$ cat src/rtl/spike_count_decoder.sv
//------------------------------------------------------------------------------
// spike_count_decoder: windowed per-neuron spike counter with winner/tie readout
// Revision: 1.0
//------------------------------------------------------------------------------
`default_nettype none

module spike_count_decoder #(
  parameter int N_OUT = 2,
  parameter int CNT_W = 8,
  parameter int WIN_W = 8
) (
  input  logic                   clk,
  input  logic                   rst,
  input  logic                   en,
  input  logic [WIN_W-1:0]       window_len,
  input  logic [N_OUT-1:0]       spikes_in,
  output logic [N_OUT*CNT_W-1:0] count_out,
  output logic [N_OUT-1:0]       winner,
  output logic                   tie,
  output logic                   sat,
  output logic                   valid
);

  typedef enum logic [0:0] {
    S_IDLE  = 1'b0,
    S_COUNT = 1'b1
  } state_t;

  localparam logic [CNT_W-1:0] C_CNT_MAX = '1;

  state_t                        state_q;
  logic [N_OUT-1:0][CNT_W-1:0]   cnt_q;
  logic [N_OUT-1:0][CNT_W-1:0]   cnt_d;
  logic                          sat_q;
  logic                          sat_d;
  logic [WIN_W-1:0]              timer_q;
  logic [WIN_W-1:0]              len_q;
  logic [N_OUT-1:0]              winner_d;
  logic                          tie_d;
  logic                          last_cycle;
  logic [CNT_W-1:0]              max_val;
  int                            max_idx;

  // A zero length wraps to all-ones, giving the full 2^WIN_W cycle window.
  assign last_cycle = (timer_q == (len_q - WIN_W'(1)));

  always_comb begin
    sat_d    = sat_q;
    cnt_d    = cnt_q;
    winner_d = '0;
    tie_d    = 1'b0;
    max_val  = '0;
    max_idx  = 0;
    for (int i = 0; i < N_OUT; i++) begin
      if (spikes_in[i]) begin
        if (cnt_q[i] == C_CNT_MAX) begin
          sat_d = 1'b1;
        end else begin
          cnt_d[i] = cnt_q[i] + CNT_W'(1);
        end
      end
    end
    // Strict greater-than keeps the lowest index on equal maxima.
    max_val = cnt_d[0];
    for (int i = 1; i < N_OUT; i++) begin
      if (cnt_d[i] > max_val) begin
        max_val = cnt_d[i];
        max_idx = i;
      end
    end
    if (max_val != '0) begin
      for (int i = 0; i < N_OUT; i++) begin
        if (i == max_idx) begin
          winner_d[i] = 1'b1;
        end else if (cnt_d[i] == max_val) begin
          tie_d = 1'b1;
        end
      end
    end
  end

  always_ff @(posedge clk or posedge rst) begin
    if (rst) begin
      state_q   <= S_IDLE;
      cnt_q     <= '0;
      sat_q     <= 1'b0;
      timer_q   <= '0;
      len_q     <= '0;
      count_out <= '0;
      winner    <= '0;
      tie       <= 1'b0;
      sat       <= 1'b0;
      valid     <= 1'b0;
    end else begin
      valid <= 1'b0;
      case (state_q)
        S_IDLE: begin
          if (en) begin
            state_q <= S_COUNT;
            cnt_q   <= '0;
            sat_q   <= 1'b0;
            timer_q <= '0;
            len_q   <= window_len;
          end
        end
        S_COUNT: begin
          if (last_cycle) begin
            count_out <= cnt_d;
            winner    <= winner_d;
            tie       <= tie_d;
            sat       <= sat_d;
            valid     <= 1'b1;
            cnt_q     <= '0;
            sat_q     <= 1'b0;
            timer_q   <= '0;
            len_q     <= window_len;
            state_q   <= en ? S_COUNT : S_IDLE;
          end else if (!en) begin
            state_q <= S_IDLE;
            cnt_q   <= '0;
            sat_q   <= 1'b0;
            timer_q <= '0;
          end else begin
            cnt_q   <= cnt_d;
            sat_q   <= sat_d;
            timer_q <= timer_q + WIN_W'(1);
          end
        end
        default: state_q <= S_IDLE;
      endcase
    end
  end

endmodule

`default_nettype wire

$ cat config.mk
export PLATFORM = sky130hd
export DESIGN_NAME = spike_count_decoder
export DESIGN_NICKNAME = d
export VERILOG_FILES = /design/src/rtl/spike_count_decoder.sv
export SDC_FILE = /design/constraint.sdc
export NUM_CORES = 1
export LEC_CHECK = 0
export BUFFER_PORTS_ARGS = -buffer_cell sky130_fd_sc_hd__buf_2
export CORE_ASPECT_RATIO = 0.6
export CORE_MARGIN = 3
export CORE_UTILIZATION = 45
export CTS_CLUSTER_DIAMETER = 80
export CTS_CLUSTER_SIZE = 16
export DETAILED_ROUTE_END_ITERATION = 8
export PLACE_DENSITY = 0.73
export SLEW_MARGIN = 20
export SYNTH_ARGS = -nofsm -noshare
export SYNTH_HDL_FRONTEND = slang
export SYNTH_SLANG_ARGS = --single-unit
export TNS_END_PERCENT = 1
$ cat constraint.sdc
create_clock -name clk -period 3.7 [get_ports clk]
set_input_delay 0.185 -clock clk [delete_from_list [all_inputs] [get_ports clk]]
set_output_delay 0.185 -clock clk [all_outputs]
set_load 0.05 [all_outputs]
==> flow_metrics.tcl <==
set metrics [dict create \
    status "completed" \
    first_pass_iters 6 \
    cp.required_ns 3.87 \
    drc 0 \
    cap_violations 0 \
    p_leak_nw 1.65 \
    start_util_pct 48.2 \
    async_reset_ff_share_pct 100 \
    critPathCaptureType "register" \
    hold-path-cell-count 1 \
    setup_viol 0 \
    syn_inst 351 \
    dp_hpwl_mm 5.73 \
    antenna_found_initial 0 \
    clockRootBuffer "clkbuf_16" \
    dr_total_vias 2769 \
    dieArea_um2 8500 \
    die_h_um 72.6 \
    stdcell_count 465 \
    grt_overflow 0 \
    setup_tns_ns 0 \
    viasPerCell 5.95 \
    p_per_area_nw_per_um2 485 \
    ys.flop_type "dfrtp_1" \
    cts_tree "built" \
    crit_fanout 6 \
    clk-insertion-delay-late_ns 0.30 \
    r2r_end "winner[0]$_DFFE_PP0P_" \
    grt_pass1_vias 2610 \
    relSlewSlack_pct 52.6 \
    ys_warn_count 0 \
    worst_slew_pin_slew_ns 0.710 \
    port_buffers 33 \
    drtIter0Drc 245 \
    ys_ff_latch 55 \
    synth_cell_type_count 60 \
    ys_seq_area_share_pct 41.4 \
    worstReg2RegStart "cnt_q[8]$_DFFE_PP0P_" \
    cp-start-kind "register" \
    dp_cells 458 \
    wl_mm 7.75 \
    arrival_ns 3.39 \
    drv_slew 0 \
    reg2reg_depth 12 \
    clock-sinks 55 \
    drive_gt1_share_pct 21.4 \
    clk_pin_slew_worst_paths_ns 0.07 \
    die_w_um 117 \
    ant_nets 0 \
    fmax_ghz 0.311 \
    cts_inserted_buffers 5 \
    rows 23 \
    synth-edff-count 0 \
    clk_path_buf_depth 2 \
    seqCellArea_um2 1380 \
    area_delta_synth_final_pct 11.1 \
    n_fill_cell 647 \
    rsz0062_at_grt "no" \
    min_period_ns 3.21 \
    hp-start "en" \
    cts_setup_buffers 0 \
    core_area_um2 6910 \
    multiInputGateArea_um2 1830 \
    avgSynthCellArea_um2 9.48 \
    final_nets 403 \
    hold_end "state_q$_DFF_PP0_" \
    synth_fp_nets 375 \
    hold_viol 0 \
    antenna_cells 0 \
    io_pins 34 \
    fin_hold_ws_ns 0.0423 \
    routedWlPerCell_um 16.7 \
    grt_max_degree 32 \
    syn_area_um2 3330 \
    grt_usage_pct 19.7 \
    place_congestion 0.953 \
    finalCritPeriodShare_pct 86.9 \
    htreeDepth 2 \
    reg2reg_slack_ns 0.49 \
    worst_clock_skew_ns 0.00763 \
    worst_ir_drop_vdd_mv 0.314 \
    hold_class "primary input to register" \
    grt_pass1_wl_mm 13.1 \
    critPathKind "register to register" \
]
[per-stage QoR]
stage	area, µm²	setup WS, ns	total power (W)	util, %
final	3700	0.485	0.00179	53.6
after global routing	3700	0.201	0.00188	53.6
after CTS	3700	0.528	0.00181	53.6
after detailed placement	3560	0.563	0.00136	51.5
after global placement	3560	0.690	0.00134	51.5
after floorplan	3330	0.867	0.00122	-
[per-layer routing]
metal	up-vias	part of all wire, %	routed length (µm)	track usage [%]
met5	-	0	0	0
met4	0	0.68	53	4.45
met3	7	6.5	503	4.14
met2	84	43	3300	28.2
met1	1376	50	3900	30.5
li1	1302	-	-	-
[worst max-delay path, stage by stage, from the launching register on]
cell,delay (ns)
dfrtp_1,0.49
nand3_1,0.20
nor2_1,0.24
nand4_1,0.13
mux2_2,0.35
ha_1,0.35
a21oi_1,0.20
o211a_1,0.21
a211o_1,0.11
mux2i_1,0.08
o31ai_2,0.34
nor4b_4,0.30
nor3_1,0.09
[sequential cells by signal, indices dropped and copies added, names as in the netlist]
register   count
cnt_q         16
count_out     16
len_q          8
sat            1
sat_q          1
state_q        1
tie            1
timer_q        8
valid          1
winner         2
[cell usage in the layout (no fill, tap or decap), types with 2 or more instances in the layout]
cell type / instances
o31ai_2: 2
nand3_1: 17
inv_1: 11
o211a_1: 2
nand2_1: 59
xor2_1: 7
buf_4: 5
a31oi_1: 3
o21ai_0: 26
nor3_1: 5
a21o_1: 3
mux2_2: 11
a22o_1: 10
dfrtp_1: 55
o21ai_1: 2
ha_1: 11
mux2i_1: 4
and3_1: 2
o22ai_1: 2
nor3_2: 2
xnor2_1: 13
clkbuf_16: 5
and4_1: 2
mux2_4: 2
nor2_1: 22
a21oi_1: 14
o31a_1: 2
nand4_1: 8
nand4_4: 2
a41oi_1: 2
o21ai_2: 2
buf_2: 33
nor4_2: 2
[cell type report]
type | count | share of cell area [%]
inverters | 12 | 1.22
multi-input cells | 266 | 49.4
repair buffers | 39 | 5.75
well taps | 87 | 2.94
flip-flops and latches | 55 | 37.2
clock buffers | 6 | 3.48
[how the worst max path moves through the flow]
stage	start	to	slack, ns
after floorplan	cnt_q[8]$_DFFE_PP0P_	winner[1]$_DFFE_PP0P_	0.87
after global placement	cnt_q[8]$_DFFE_PP0P_	winner[0]$_DFFE_PP0P_	0.69
after detailed placement	cnt_q[8]$_DFFE_PP0P_	winner[0]$_DFFE_PP0P_	0.56
after CTS	cnt_q[8]$_DFFE_PP0P_	winner[0]$_DFFE_PP0P_	0.53
after global routing	cnt_q[8]$_DFFE_PP0P_	winner[0]$_DFFE_PP0P_	0.20
final	cnt_q[8]$_DFFE_PP0P_	winner[0]$_DFFE_PP0P_	0.49
[where the power goes]
group          internal, W  switching (W)
clock             0.000244       0.000204
combinational     0.000155       0.000430
sequential        0.000695      0.0000641
[cell usage after synthesis, types with 3 or more instances]
library cell / n / area share (%)
ha_1: 11 / 4.1
a31oi_1: 3 / 0.56
mux2i_1: 4 / 1.2
nand4_1: 8 / 1.5
a21oi_1: 14 / 2.1
clkbuf_1: 7 / 0.79
mux2_2: 11 / 3.7
nand3_1: 17 / 2.6
o21ai_0: 26 / 3.9
nor2_1: 22 / 2.5
a22o_1: 10 / 2.6
buf_2: 10 / 1.5
nor3_1: 5 / 0.75
xor2_1: 7 / 1.8
xnor2_1: 13 / 3.4
a21o_1: 3 / 0.68
dfrtp_1: 55 / 41
inv_1: 12 / 1.4
nand2_1: 59 / 6.7
[cell families after synthesis]
kind of cell	Yosys count	share of synthesized area (%)
compound gates	82	17.6
xor+xnor	22	6.24
fa+ha+maj	11	4.14
buf+inv	30	3.76
flops	55	41.4
mux	17	5.83
simple gates	134	21.1
[timing repair]
action / CTS / global route
gates resized for setup: 0 / 0
hold buffers: 1 / 0
hold endpoints to repair: 25 / 0
(Power assumes the default switching activity.)
